### config.mk
export PLATFORM = sky130hd
export DESIGN_NAME = icache
export DESIGN_NICKNAME = d
export VERILOG_FILES = /design/src/rtl/icache_pkg.sv /design/src/rtl/icache_line_store.sv /design/src/rtl/icache.sv
export SDC_FILE = /design/constraint.sdc
export NUM_CORES = 1
export LEC_CHECK = 0
export CORE_ASPECT_RATIO = 0.9
export CORE_MARGIN = 2
export CORE_UTILIZATION = 45
export CTS_BUF_LIST = sky130_fd_sc_hd__clkbuf_16
export DETAILED_ROUTE_END_ITERATION = 6
export GPL_TIMING_DRIVEN = 0
export HOLD_SLACK_MARGIN = 0.12
export PLACE_DENSITY_LB_ADDON = 0.3
export SETUP_SLACK_MARGIN = 0.02
export SYNTH_ARGS = -nofsm -noshare
export SYNTH_HDL_FRONTEND = slang
export SYNTH_SLANG_ARGS = --single-unit
### constraint.sdc
create_clock -name Clk -period 22.7 [get_ports Clk]
set_clock_uncertainty 0.1 [all_clocks]
set_input_delay 2.27 -clock Clk [delete_from_list [all_inputs] [get_ports Clk]]
set_output_delay 2.27 -clock Clk [all_outputs]
set_load 0.005 [all_outputs]
### src/rtl/icache_pkg.sv
`default_nettype none
// ============================================================================
// Module      : icache_pkg
// Description : Shared constants, field positions and FSM encoding for the
//               direct-mapped instruction cache and its line store.
// Revision    : 1.0 - initial release
// ============================================================================
package icache_pkg;

    localparam int WORD_SIZE      = 16;
    localparam int INDEX_BITS     = 2;
    localparam int OFFSET_BITS    = 2;
    localparam int TAG_BITS       = WORD_SIZE - INDEX_BITS - OFFSET_BITS;
    localparam int NUM_LINES      = 1 << INDEX_BITS;
    localparam int WORDS_PER_LINE = 1 << OFFSET_BITS;
    localparam int LINE_BITS      = WORD_SIZE * WORDS_PER_LINE;

    // Field positions within a fetch word address
    localparam int OFFSET_LSB     = 0;
    localparam int INDEX_LSB      = OFFSET_BITS;
    localparam int TAG_LSB        = OFFSET_BITS + INDEX_BITS;

    typedef logic [TAG_BITS-1:0]    tag_t;
    typedef logic [INDEX_BITS-1:0]  index_t;
    typedef logic [OFFSET_BITS-1:0] offset_t;
    typedef logic [LINE_BITS-1:0]   line_t;
    typedef logic [WORD_SIZE-1:0]   word_t;

    typedef enum logic [0:0] {
        ICACHE_IDLE = 1'b0,
        ICACHE_FILL = 1'b1
    } icache_state_e;

    // Word k of a line occupies bits [16k+15:16k]
    function automatic word_t line_word(input line_t line, input offset_t off);
        return line[int'(off) * WORD_SIZE +: WORD_SIZE];
    endfunction

endpackage
`default_nettype wire

### src/rtl/icache_line_store.sv
`default_nettype none
// ============================================================================
// Module      : icache_line_store
// Description : Valid/tag/data arrays of the instruction cache.
//               Combinational read by index, synchronous single-line write,
//               synchronous clear of all valid bits.
// Ports       : Clk, Reset_N      - clock, synchronous active-low reset
//               clr_all           - clear every valid bit (wins over write)
//               rd_index          - lookup index
//               rd_valid/tag/line - state of the indexed line
//               wr_en/index/tag/line - refill write port
// Revision    : 1.0 - initial release
// ============================================================================
module icache_line_store
    import icache_pkg::*;
(
    input  logic   Clk,
    input  logic   Reset_N,
    input  logic   clr_all,
    input  index_t rd_index,
    output logic   rd_valid,
    output tag_t   rd_tag,
    output line_t  rd_line,
    input  logic   wr_en,
    input  index_t wr_index,
    input  tag_t   wr_tag,
    input  line_t  wr_line
);

    logic [NUM_LINES-1:0] valid_q, valid_d;
    tag_t                 tag_q  [NUM_LINES];
    tag_t                 tag_d  [NUM_LINES];
    line_t                data_q [NUM_LINES];
    line_t                data_d [NUM_LINES];

    always_comb begin
        valid_d = valid_q;
        tag_d   = tag_q;
        data_d  = data_q;
        if (clr_all) begin
            valid_d = '0;
        end else if (wr_en) begin
            valid_d[wr_index] = 1'b1;
            tag_d[wr_index]   = wr_tag;
            data_d[wr_index]  = wr_line;
        end
    end

    always_ff @(posedge Clk) begin
        if (!Reset_N) begin
            valid_q <= '0;
        end else begin
            valid_q <= valid_d;
        end
    end

    // Tag and data are qualified by the valid bit, so they need no reset
    always_ff @(posedge Clk) begin
        tag_q  <= tag_d;
        data_q <= data_d;
    end

    assign rd_valid = valid_q[rd_index];
    assign rd_tag   = tag_q[rd_index];
    assign rd_line  = data_q[rd_index];

endmodule
`default_nettype wire

### src/rtl/icache.sv
`default_nettype none
// ============================================================================
// Module      : icache
// Description : Direct-mapped read-only instruction cache. Hits are served
//               combinationally; a miss stalls fetch (i_ready low) while one
//               4-word line is refilled through the m_readM/m_ready handshake.
// Ports       : Clk, Reset_N          - clock, synchronous active-low reset
//               readM1/address1/data1 - datapath fetch port
//               i_ready               - hit this cycle (low = stall)
//               inv                   - invalidate all lines
//               m_readM/m_address     - registered line request to memory
//               m_data/m_ready        - line returned from memory
//               hit_count/miss_count  - only with ICACHE_STATS_EN defined
// Config      : ICACHE_STATS_EN adds the two statistics counters.
// Revision    : 1.0 - initial release
// ============================================================================
module icache
    import icache_pkg::*;
(
    input  logic                 Clk,
    input  logic                 Reset_N,
    input  logic                 readM1,
    input  logic [WORD_SIZE-1:0] address1,
    output logic [WORD_SIZE-1:0] data1,
    output logic                 i_ready,
    input  logic                 inv,
    output logic                 m_readM,
    output logic [WORD_SIZE-1:0] m_address,
    input  logic [LINE_BITS-1:0] m_data,
    input  logic                 m_ready
`ifdef ICACHE_STATS_EN
    ,
    output logic [15:0]          hit_count,
    output logic [15:0]          miss_count
`endif
);

    icache_state_e        state_q, state_d;
    logic                 m_readM_q, m_readM_d;
    logic [WORD_SIZE-1:0] m_address_q, m_address_d;
    index_t               fill_index_q, fill_index_d;
    tag_t                 fill_tag_q, fill_tag_d;

    tag_t    req_tag;
    index_t  req_index;
    offset_t req_offset;
    logic    rd_valid;
    tag_t    rd_tag;
    line_t   rd_line;
    logic    lookup;
    logic    hit;
    logic    miss;
    logic    wr_en;
    logic    clr_all;

    assign req_tag    = address1[TAG_LSB    +: TAG_BITS];
    assign req_index  = address1[INDEX_LSB  +: INDEX_BITS];
    assign req_offset = address1[OFFSET_LSB +: OFFSET_BITS];

    icache_line_store u_store (
        .Clk      (Clk),
        .Reset_N  (Reset_N),
        .clr_all  (clr_all),
        .rd_index (req_index),
        .rd_valid (rd_valid),
        .rd_tag   (rd_tag),
        .rd_line  (rd_line),
        .wr_en    (wr_en),
        .wr_index (fill_index_q),
        .wr_tag   (fill_tag_q),
        .wr_line  (m_data)
    );

    // Lookups happen only in IDLE; Reset_N gating keeps the fetch port quiet
    // while reset is held, whatever the arrays contain.
    always_comb begin
        lookup  = Reset_N && readM1 && (state_q == ICACHE_IDLE) && !inv;
        hit     = lookup && rd_valid && (rd_tag == req_tag);
        miss    = lookup && !hit;
        i_ready = hit;
        data1   = hit ? line_word(rd_line, req_offset) : '0;
    end

    always_comb begin
        state_d      = state_q;
        m_readM_d    = m_readM_q;
        m_address_d  = m_address_q;
        fill_index_d = fill_index_q;
        fill_tag_d   = fill_tag_q;
        wr_en        = 1'b0;
        clr_all      = 1'b0;

        if (inv) begin
            // Abandons any fill in flight; a late m_ready then lands in IDLE
            state_d   = ICACHE_IDLE;
            m_readM_d = 1'b0;
            clr_all   = 1'b1;
        end else begin
            case (state_q)
                ICACHE_IDLE: begin
                    if (miss) begin
                        state_d      = ICACHE_FILL;
                        m_readM_d    = 1'b1;
                        m_address_d  = {address1[WORD_SIZE-1:OFFSET_BITS], {OFFSET_BITS{1'b0}}};
                        fill_index_d = req_index;
                        fill_tag_d   = req_tag;
                    end
                end
                ICACHE_FILL: begin
                    // address1 is ignored here: the latched line is filled
                    if (m_ready) begin
                        wr_en     = 1'b1;
                        state_d   = ICACHE_IDLE;
                        m_readM_d = 1'b0;
                    end
                end
                default: begin
                    state_d   = ICACHE_IDLE;
                    m_readM_d = 1'b0;
                end
            endcase
        end
    end

    always_ff @(posedge Clk) begin
        if (!Reset_N) begin
            state_q      <= ICACHE_IDLE;
            m_readM_q    <= 1'b0;
            m_address_q  <= '0;
            fill_index_q <= '0;
            fill_tag_q   <= '0;
        end else begin
            state_q      <= state_d;
            m_readM_q    <= m_readM_d;
            m_address_q  <= m_address_d;
            fill_index_q <= fill_index_d;
            fill_tag_q   <= fill_tag_d;
        end
    end

    assign m_readM   = m_readM_q;
    assign m_address = m_address_q;

`ifdef ICACHE_STATS_EN
    logic [15:0] hit_count_q, hit_count_d;
    logic [15:0] miss_count_q, miss_count_d;

    // hit/miss are already suppressed while inv is high
    always_comb begin
        hit_count_d  = hit_count_q;
        miss_count_d = miss_count_q;
        if (inv) begin
            hit_count_d  = '0;
            miss_count_d = '0;
        end else begin
            if (hit) begin
                hit_count_d = hit_count_q + 16'd1;
            end
            if (miss) begin
                miss_count_d = miss_count_q + 16'd1;
            end
        end
    end

    always_ff @(posedge Clk) begin
        if (!Reset_N) begin
            hit_count_q  <= '0;
            miss_count_q <= '0;
        end else begin
            hit_count_q  <= hit_count_d;
            miss_count_q <= miss_count_d;
        end
    end

    assign hit_count  = hit_count_q;
    assign miss_count = miss_count_q;
`endif

endmodule
`default_nettype wire
==> metrics.md, run 1 <==
| Metric | Value |
|---|---|
| Status | `completed` |
| Pin count of the biggest net entering global routing | `between 40 and 50` |
| CP startpoint | `address1[3]` |
| Clock power frac | `0.407` |
| Vias in the first global route | `roughly 7300` |
| Slew HR | `0.261` |
| Placed cells | `~1100` |
| Layout Cells excl Fill | `~1200` |
| Initial drt markers | `580` |
| Post-synth top area cell | `edfxtp_1` |
| Insertion delay to the later sink of the worst-skew pair | `about 0.52 ns` |
| Sequential share of power | `0.536` |
| Total Wirelength | `approximately 28 mm` |
| Number of port buffers | `113` |
| Most frequent cells in the layout | `edfxtp_1 (304), clkdlybuf4s50_1 (113), mux4_2 (72), clkbuf_16 (35)` |
| CP required | `approximately 20 ns` |
| Post-place setup slack | `about 14 ns` |
| Area of the multi-input gates | `between 3000 and 4000 µm²` |
| CTS root buffer | `clkbuf_16` |
| P_leak | `5.07 nW` |
| Layout fillers | `just over 2000` |
| Comb pwr share | `0.057` |
| Final ANT Viol Nets | `0` |
| Initial Util | `0.458` |
| Period utilization | `0.379` |
| Min Tclk post-route | `8.60 ns` |
| Worst slew pin tran | `~1.1 ns` |
| Max-slew violations | `0` |
| Area grow syn2layout | `22.6%` |
| Worst-path clk slew | `roughly 0.060 ns` |
| Post-synth EDFFs | `304` |
| Share of cells above drive strength 1 | `0.189` |
| RSZ-0062 raised after global routing | `no` |
| Die height | `approximately 160 µm` |
| Register area share after synthesis | `0.745` |
| Critical Path Fanout Max | `10` |
| Syn Inst Count | `about 640` |
| Post-synth top area share | `0.714` |
| Max Root-Sink Buffers | `3` |
| Most common flop cell mapped by yosys | `edfxtp_1` |
| Worst min path class | `reg -> reg` |
| Row Count | `between 50 and 60` |
| Fin worst setup slack | `~14 ns` |
| Initial antenna violation count | `3` |
| Drt pass-1 iters | `6` |
| CTS tree | `done` |
| TritonCTS Buffers | `34` |
| Remaining Overflow, GRT | `0` |
| Ranking of synthesized cells by area | `edfxtp_1 (71%), mux4_2 (13%), dfxtp_1 (3.1%)` |
| Vias | `roughly 6800` |
| Yosys reg bits | `about 320` |
| Setup TNS | `0 ns` |
| Synth Cell Area | `12800 µm²` |
| Hpwl dp | `19.4 mm` |
| CP Class | `in -> out` |
| Final core occ | `0.561` |
| PD cells | `between 70 and 80 nW/µm²` |
| Layout net count | `906` |
| GRT Overall Usage | `0.190` |
| Commonest non-fill, non-tap cell in the layout | `edfxtp_1` |
| Hold WS | `approximately 0.38 ns` |
| Core footprint | `around 28000 µm²` |
| Tot Pwr | `1.23 mW` |
| CP startpoint kind | `input pin` |
| Endpoints failing hold | `0` |
| Routed len/inst | `roughly 23 µm` |
| Number of max-cap violations | `0` |
| Sw power | `0.250 mW` |
| Async set or reset register ratio after synthesis | `0` |
| Die area | `29800 µm²` |
| CTS hold repair buffers | `0` |
| Internal power | `around 0.98 mW` |
| First-pass GRT wire length | `between 40 and 50 mm` |
| I/O pin cnt | `119` |
| DRC viols | `0` |
| Final setup viols | `0` |
| PostCTS Resize Cnt | `0` |
| Dpl cell area | `~15000 µm²` |
| Reg2reg start | `u_store.tag_q[10]` |
| Max Fclk | `between 0.1 and 0.15 GHz` |
| Net Sw Frac | `0.203` |
| Chip width | `between 150 and 200 µm` |
| Sequential cell area | `roughly 9500 µm²` |
| Htree depth | `2` |
| Finished Cell Area | `around 16000 µm²` |
| Via density | `~5.7` |
| Mean area per synthesized cell | `~20 µm²` |
| Post-CTS setup buffers | `0` |
| Final GP Congestion | `about 0.8` |
| CP Data Arrival Time | `6.23 ns` |
| CP Capture Type | `primary output` |
| Hold Crit Start | `u_store.valid_q[0]` |
| Worst VDD drop | `0.0000440 V` |
| Clk sinks | `roughly 320` |
| Ys Warns | `0` |
| Synth cell types | `38` |
[power groups by stage]
stage | clock network (mW) | registers (mW) | logic (mW)
floorplan | 0 | 0.673 | 0.0347
global placement | 0 | 0.674 | 0.0678
detailed placement | 0 | 0.673 | 0.0707
CTS | 0.512 | 0.661 | 0.0712
global route | 0.536 | 0.661 | 0.0755
finish | 0.503 | 0.661 | 0.0705
[sequential cells by signal, indices dropped and copies added, names as in the netlist]
name and cells:
u_store.valid_q 4, u_store.data_q 256, fill_tag_q 11, fill_index_q 1, m_address 2, m_readM 1, state_q 1, u_store.tag_q 48
[logic make-up after synthesis]
group           Yosys count  share of synthesized area
compound gates           70                     0.0444
xor+xnor                 17                     0.0116
buf+inv                  44                     0.0157
flops                   324                      0.745
mux                      95                      0.145
other cells               1                   0.000293
simple gates             93                     0.0377
[cell type report]
cell class	count	area share
timing repair buffer	140	0.0886
clock buffer	35	0.0559
sequential	324	0.608
clock inverter	22	0.00878
antenna	2	0.000319
multi-input combinational	277	0.197
inverter	2	0.000479
buffer	42	0.0123
tap	360	0.0287
[path summary, 6_finish.rpt]
kind	end	slack [ns]	cells past startpoint
worst max-delay path	data1[12]	14.10	8
worst min-delay path	u_store.valid_q[0]	0.38	2
worst max register to register	fill_tag_q[4]	19.94	8
worst min register to register	u_store.valid_q[0]	0.38	2
[per-layer routing]
metal / GRT usage / routed length (µm)
met3: 0.0404 / 1770
met1: 0.246 / 11300
met4: 0.0673 / 654
met5: 0 / 11
met2: 0.322 / 14000
[worst max-delay path, cell delays in order]
cell,delay [ns]
clkdlybuf4s50_1,0.57
buf_2,0.33
buf_2,0.33
buf_1,0.73
clkbuf_1,0.75
mux2i_1,0.21
a211oi_1,0.45
clkdlybuf4s50_1,0.58
[synthesized netlist by cell type (2+ instances only)]
| cell | count |
|---|---|
| buf_6 | 2 |
| nand2_1 | 33 |
| mux2i_1 | 23 |
| inv_1 | 2 |
| nand2b_1 | 4 |
| clkbuf_1 | 24 |
| mux4_2 | 72 |
| buf_1 | 6 |
| nand3_1 | 5 |
| edfxtp_1 | 304 |
| nor2_1 | 9 |
| a2bb2oi_1 | 13 |
| o21ai_0 | 3 |
| nand4_1 | 3 |
| nor2b_1 | 17 |
| dfxtp_1 | 20 |
| a211oi_1 | 33 |
| xor2_1 | 6 |
| o311ai_0 | 13 |
| nor3b_1 | 2 |
| buf_2 | 7 |
| xnor2_1 | 11 |
| buf_4 | 3 |
| and3_1 | 15 |
Power figures use the tool's default switching activity.
==> run 2: changes to the inputs <==
clock period = 7.79 ns   (was 22.7 ns; I/O delays follow)
==> run 2 against run 1 <==
  * Critical path depth did not move
  * Wire length rose by 1.5%
  * Sequential share of layout area fell by 0.35 points
  * Final area rose by 0.58%
  * Hold slack got worse by 0.0098 ns
  * Clock power rose to 3.1 times the previous value
  * Utilization rose by 0.33 points
  * Via count fell by 1.3%
  * Non-clock buffer count fell by 10
  * Largest power group unchanged
==> metrics.md, run 2 (synthesis results as in run 1) <==
| Metric | Value |
|---|---|
| Initial Util | `0.458` |
| Period utilization | `0.715` |
| Top delay family on crit path | `buffers and inverters` |
| Endpoints failing hold | `0` |
| Dpl cell area | `around 15000 µm²` |
| Biggest register | `u_store.data_q` |
| Area grow syn2layout | `23.3%` |
| Routed len/inst | `between 20 and 25 µm` |
| Slowest Stage Delay on Critical Path | `between 0.7 and 0.8 ns` |
| Max Fclk | `about 0.18 GHz` |
| Finished Cell Area | `between 15000 and 20000 µm²` |
| CTS tree | `done` |
| Worst Hold Depth | `2` |
| CP Data Arrival Time | `roughly 4.7 ns` |
| Final ANT Viol Nets | `0` |
| Row Count | `58` |
| Die area | `approximately 30000 µm²` |
| Number of port buffers | `roughly 110` |
| Chip width | `182 µm` |
| Placed cells | `roughly 1100` |
| PostCTS Resize Cnt | `0` |
| CP Capture Type | `primary output` |
| Worst min path class | `reg -> reg` |
| PD cells | `233 nW/µm²` |
| Initial drt markers | `445` |
| Die height | `164 µm` |
| Worst-path cell with the longest stage delay | `clkbuf_1` |
| Clk sinks | `between 300 and 400` |
| Hpwl dp | `roughly 19 mm` |
| Max Root-Sink Buffers | `3` |
| Slew HR | `0.237` |
| Commonest non-fill, non-tap cell in the layout | `edfxtp_1` |
| Fin worst setup slack | `roughly 2.2 ns` |
| TritonCTS Buffers | `34` |
| Pin count of the biggest net entering global routing | `45` |
| Max reg flops | `between 200 and 300` |
| Drt pass-1 iters | `4` |
| Vias | `roughly 6800` |
| P_leak | `around 5 nW` |
| CTS root buffer | `clkbuf_16` |
| Layout net count | `896` |
| Post-CTS setup buffers | `0` |
| RSZ-0062 raised after global routing | `no` |
| Hold WS | `between 0.3 and 0.4 ns` |
| CP Class | `in -> out` |
| Share of cells above drive strength 1 | `0.181` |
| Initial antenna violation count | `5` |
| Largest registers | `u_store.data_q (256), u_store.tag_q (48), fill_tag_q (11)` |
| Worst-path clk slew | `approximately 0.06 ns` |
| Instance count on the critical path | `8` |
| Vias in the first global route | `roughly 7200` |
| Insertion delay to the later sink of the worst-skew pair | `0.52 ns` |
| Final setup viols | `0` |
| Layout Cells excl Fill | `1196` |
| Crit path buf inv count | `6` |
| First-pass GRT wire length | `around 43 mm` |
| CP required | `~6.9 ns` |
| Max-slew violations | `0` |
| Worst slew pin tran | `between 1 and 1.5 ns` |
| GRT Overall Usage | `0.193` |
| I/O pin cnt | `roughly 120` |
| Critical Path Fanout Max | `10` |
| Remaining Overflow, GRT | `0` |
| Total Wirelength | `28.2 mm` |
| CP Cell Sequence | `clkdlybuf4s50_1, buf_2, buf_2, buf_1, clkbuf_1, mux2i_1, a211oi_1, clkdlybuf4s50_1` |
| Worst VDD drop | `about 0.0002 V` |
| Min Tclk post-route | `about 5.6 ns` |
| Htree depth | `2` |
| Final GP Congestion | `approximately 0.85` |
| Post-place setup slack | `between 2 and 2.5 ns` |
| DRC viols | `0` |
| Number of max-cap violations | `0` |
| Status | `completed` |
| Core footprint | `between 20000 and 30000 µm²` |
| CP startpoint kind | `input pin` |
| Via density | `roughly 5.7` |
| Worst reg2reg path depth | `8` |
| CTS hold repair buffers | `0` |
| Most frequent cells in the layout | `edfxtp_1 (304), clkdlybuf4s50_1 (113), mux4_2 (72), clkbuf_16 (35)` |
==> run 2: cell count changes in the layout (fill, tap and decap cells not counted), moves of 2 or more <==
| cell | before | now |
|---|---|---|
| buf_4 | 25 | 3 |
| buf_8 | 0 | 12 |
| buf_12 | 4 | 2 |
| bufinv_16 | 1 | 3 |
==> run 2: per-layer routing <==
layer	up-vias	global-route usage	wire length, µm
li1	3018	-	-
met3	41	0.0392	1810
met5	-	0	24
met4	4	0.0514	493
met1	3455	0.248	11300
met2	244	0.339	14500
==> run 2: path summary, 6_finish.rpt <==
kind / startpoint / endpoint / slack, ns
max: address1[3] / data1[5] / 2.22
min: u_store.valid_q[0] / u_store.valid_q[0] / 0.37
max reg2reg: u_store.tag_q[10] / fill_tag_q[3] / 5.03
min reg2reg: u_store.valid_q[0] / u_store.valid_q[0] / 0.37
==> run 2: final cells by class <==
class	count	area (µm²)
Clock inverter	24	198
Sequential cell	324	9530
Inverter	2	7.51
Fill cell	2062	12200
Tap cell	360	450
Buffer	42	193
Clock buffer	35	876
Timing Repair Buffer	130	1400
Antenna cell	2	5.00
Multi-Input combinational cell	277	3100
==> run 2: power breakdown <==
part | switching [mW] | internal (mW)
sequential | 0.0100 | 1.92
clock | 0.634 | 0.914
combinational | 0.0991 | 0.107
total | 0.743 | 2.94
==> run 2: worst reg2reg max path, cell delays in order, from the launching register on <==
cell,delay [ns]
edfxtp_1,0.36
mux4_2,0.48
xnor2_1,0.23
a21bo_1,0.24
or4b_4,0.54
buf_6,0.16
buf_4,0.17
a2bb2oi_1,0.16
o311ai_0,0.17
==> run 2: metrics by stage <==
step           total power [mW]   util  setup TNS, ns
2_1_floorplan              2.06      -              0
3_3_place_gp               2.16  0.515        -228.31
3_5_place_dp               2.17  0.525              0
4_1_cts                    3.70  0.564              0
5_1_grt                    3.79  0.564              0
6_report                   3.68  0.564              0
==> run 3: changes to the inputs <==
clock period = 4.8 ns   (was 7.79 ns; I/O delays follow)
==> run 3 against run 2 <==
  * Die area unchanged
  * Via count increased by 0.90%
  * Final area decreased by 0.52%
  * Critical path type unchanged
  * Flip-flop and latch count unchanged
  * Sequential share of layout area increased by 0.32 points
  * Critical path depth unchanged
  * Final cell count about the same
  * Combinational power increased by 62%
  * Hold slack improved by 0.011 ns
==> metrics.md, run 3 (synthesis results as in run 1) <==
| Metric | Value |
|---|---|
| Chip width | `approximately 180 µm` |
| Final GP Congestion | `~0.85` |
| Biggest register | `u_store.data_q` |
| Largest registers | `u_store.data_q (256), u_store.tag_q (48), fill_tag_q (11)` |
| Insertion delay to the later sink of the worst-skew pair | `~0.55 ns` |
| Total Wirelength | `around 28 mm` |
| CP required | `approximately 4.2 ns` |
| Worst-path cell with the longest stage delay | `buf_1` |
| Worst min path class | `reg -> reg` |
| Crit path buf inv count | `6` |
| Fin worst setup slack | `between 0.15 and 0.2 ns` |
| CP Capture Type | `primary output` |
| Most frequent cells in the layout | `edfxtp_1 (304), clkdlybuf4s50_1 (113), mux4_2 (72), nand2_1 (33), a211oi_1 (33)` |
| Initial Util | `0.458` |
| CTS tree | `done` |
| P_leak | `approximately 5 nW` |
| DRC viols | `0` |
| Top delay family on crit path | `buffers and inverters` |
| Worst VDD drop | `0.000280 V` |
| TritonCTS Buffers | `31` |
| Status | `completed` |
| GRT Overall Usage | `0.187` |
| Period utilization | `0.961` |
| Die area | `a little under 30000 µm²` |
| Hpwl dp | `approximately 19 mm` |
| CP Class | `in -> out` |
| Number of max-cap violations | `0` |
| PD cells | `368 nW/µm²` |
| First-pass GRT wire length | `around 42 mm` |
| Initial antenna violation count | `3` |
| Remaining Overflow, GRT | `0` |
| Clk sinks | `roughly 320` |
| Row Count | `58` |
| Max Root-Sink Buffers | `3` |
| CTS root buffer | `clkbuf_16` |
| Vias | `between 6000 and 7000` |
| Max-slew violations | `0` |
| Htree depth | `1` |
| Max Fclk | `~0.22 GHz` |
| Final ANT Viol Nets | `0` |
| I/O pin cnt | `about 120` |
| Slew HR | `0.277` |
| Vias in the first global route | `~7100` |
| Die height | `164 µm` |
| Initial drt markers | `583` |
| Commonest non-fill, non-tap cell in the layout | `edfxtp_1` |
| Setup slack, reg-to-reg | `between 2 and 2.5 ns` |
| Max reg flops | `around 260` |
| Worst-path clk slew | `approximately 0.060 ns` |
| Endpoints failing hold | `0` |
| Via density | `5.70` |
| Number of port buffers | `between 100 and 150` |
| Min Tclk post-route | `roughly 4.6 ns` |
| Post-place setup slack | `-0.151 ns` |
| Area grow syn2layout | `22.6%` |
| CP startpoint kind | `input pin` |
| Final setup viols | `0` |
| RSZ-0062 raised after global routing | `no` |
| Pin count of the biggest net entering global routing | `between 50 and 60` |
| Worst slew pin tran | `1.08 ns` |
| CTS hold repair buffers | `0` |
| Drt pass-1 iters | `5` |
| Layout net count | `between 800 and 900` |
| CP Cell Sequence | `clkdlybuf4s50_1, buf_2, buf_2, buf_1, clkbuf_2, mux2i_1, a211oi_1, clkdlybuf4s50_1` |
| Routed len/inst | `23.2 µm` |
| Share of cells above drive strength 1 | `0.182` |
| Core footprint | `27900 µm²` |
| CP Data Arrival Time | `between 4 and 5 ns` |
| Final core occ | `0.561` |
| Critical Path Fanout Max | `10` |
| Slowest Stage Delay on Critical Path | `0.70 ns` |
==> run 3: path summary, 6_finish.rpt <==
| kind | from | cells after the start | endpoint |
|---|---|---|---|
| worst max register to register | u_store.tag_q[10] | 8 | fill_tag_q[1] |
| worst min register to register | u_store.valid_q[0] | 2 | u_store.valid_q[0] |
| worst min-delay path | u_store.valid_q[0] | 2 | u_store.valid_q[0] |
| worst max-delay path | address1[3] | 8 | data1[7] |
==> run 3: cell type report <==
class	count	area [µm²]
Sequential cell	324	9530
Clock inverter	26	195
Tap cell	360	450
Buffer	42	194
Antenna cell	3	7.51
Fill cell	2090	12300
Multi-Input combinational cell	277	3100
Inverter	2	7.51
Clock buffer	31	776
Timing Repair Buffer	132	1420
==> run 3: what timing repair did <==
item	CTS	global route
gates cloned	0	0
buffers inserted	0	1
endpoints found under the setup margin	10	9
pin swaps	0	1
resized for setup	1	0
==> run 3: tightest hold or removal path, stage by stage (launching register included) <==
cell and delay, ns:
dfxtp_1 0.33, nor2_1 0.05, nor2_1 0.07
==> run 3: per-layer routing <==
layer / share of wire / routed length, µm / vias to the layer above / global-route usage
met5: 0 / 0 / - / 0
met1: 0.41 / 11400 / 3549 / 0.247
met2: 0.51 / 14000 / 227 / 0.325
met3: 0.062 / 1720 / 47 / 0.0344
li1: - / - / 3000 / -
met4: 0.024 / 661 / 0 / 0.0488
==> run 3: report_power, final <==
group	internal [mW]	leakage [nW]	total (mW)	switching (mW)
registers	3.11	2.87	3.12	0.0163
logic	0.173	1.65	0.334	0.161
clock network	1.33	0.492	2.32	0.989
total	4.61	5.02	5.77	1.17
==> run 3: metrics by stage <==
stage          hold WS, ns  std cells  power (mW)  setup TNS [ns]  area, µm²
2_1_floorplan        0.332        645        3.35               0      12800
3_3_place_gp         0.348       1118        3.51         -382.69      14400
6_report             0.380       1197        5.77               0      15700
3_5_place_dp         0.357       1136        3.52          -0.924      14700
5_1_grt              0.426       1194        5.95               0      15700
4_1_cts              0.372       1193        5.81               0      15700
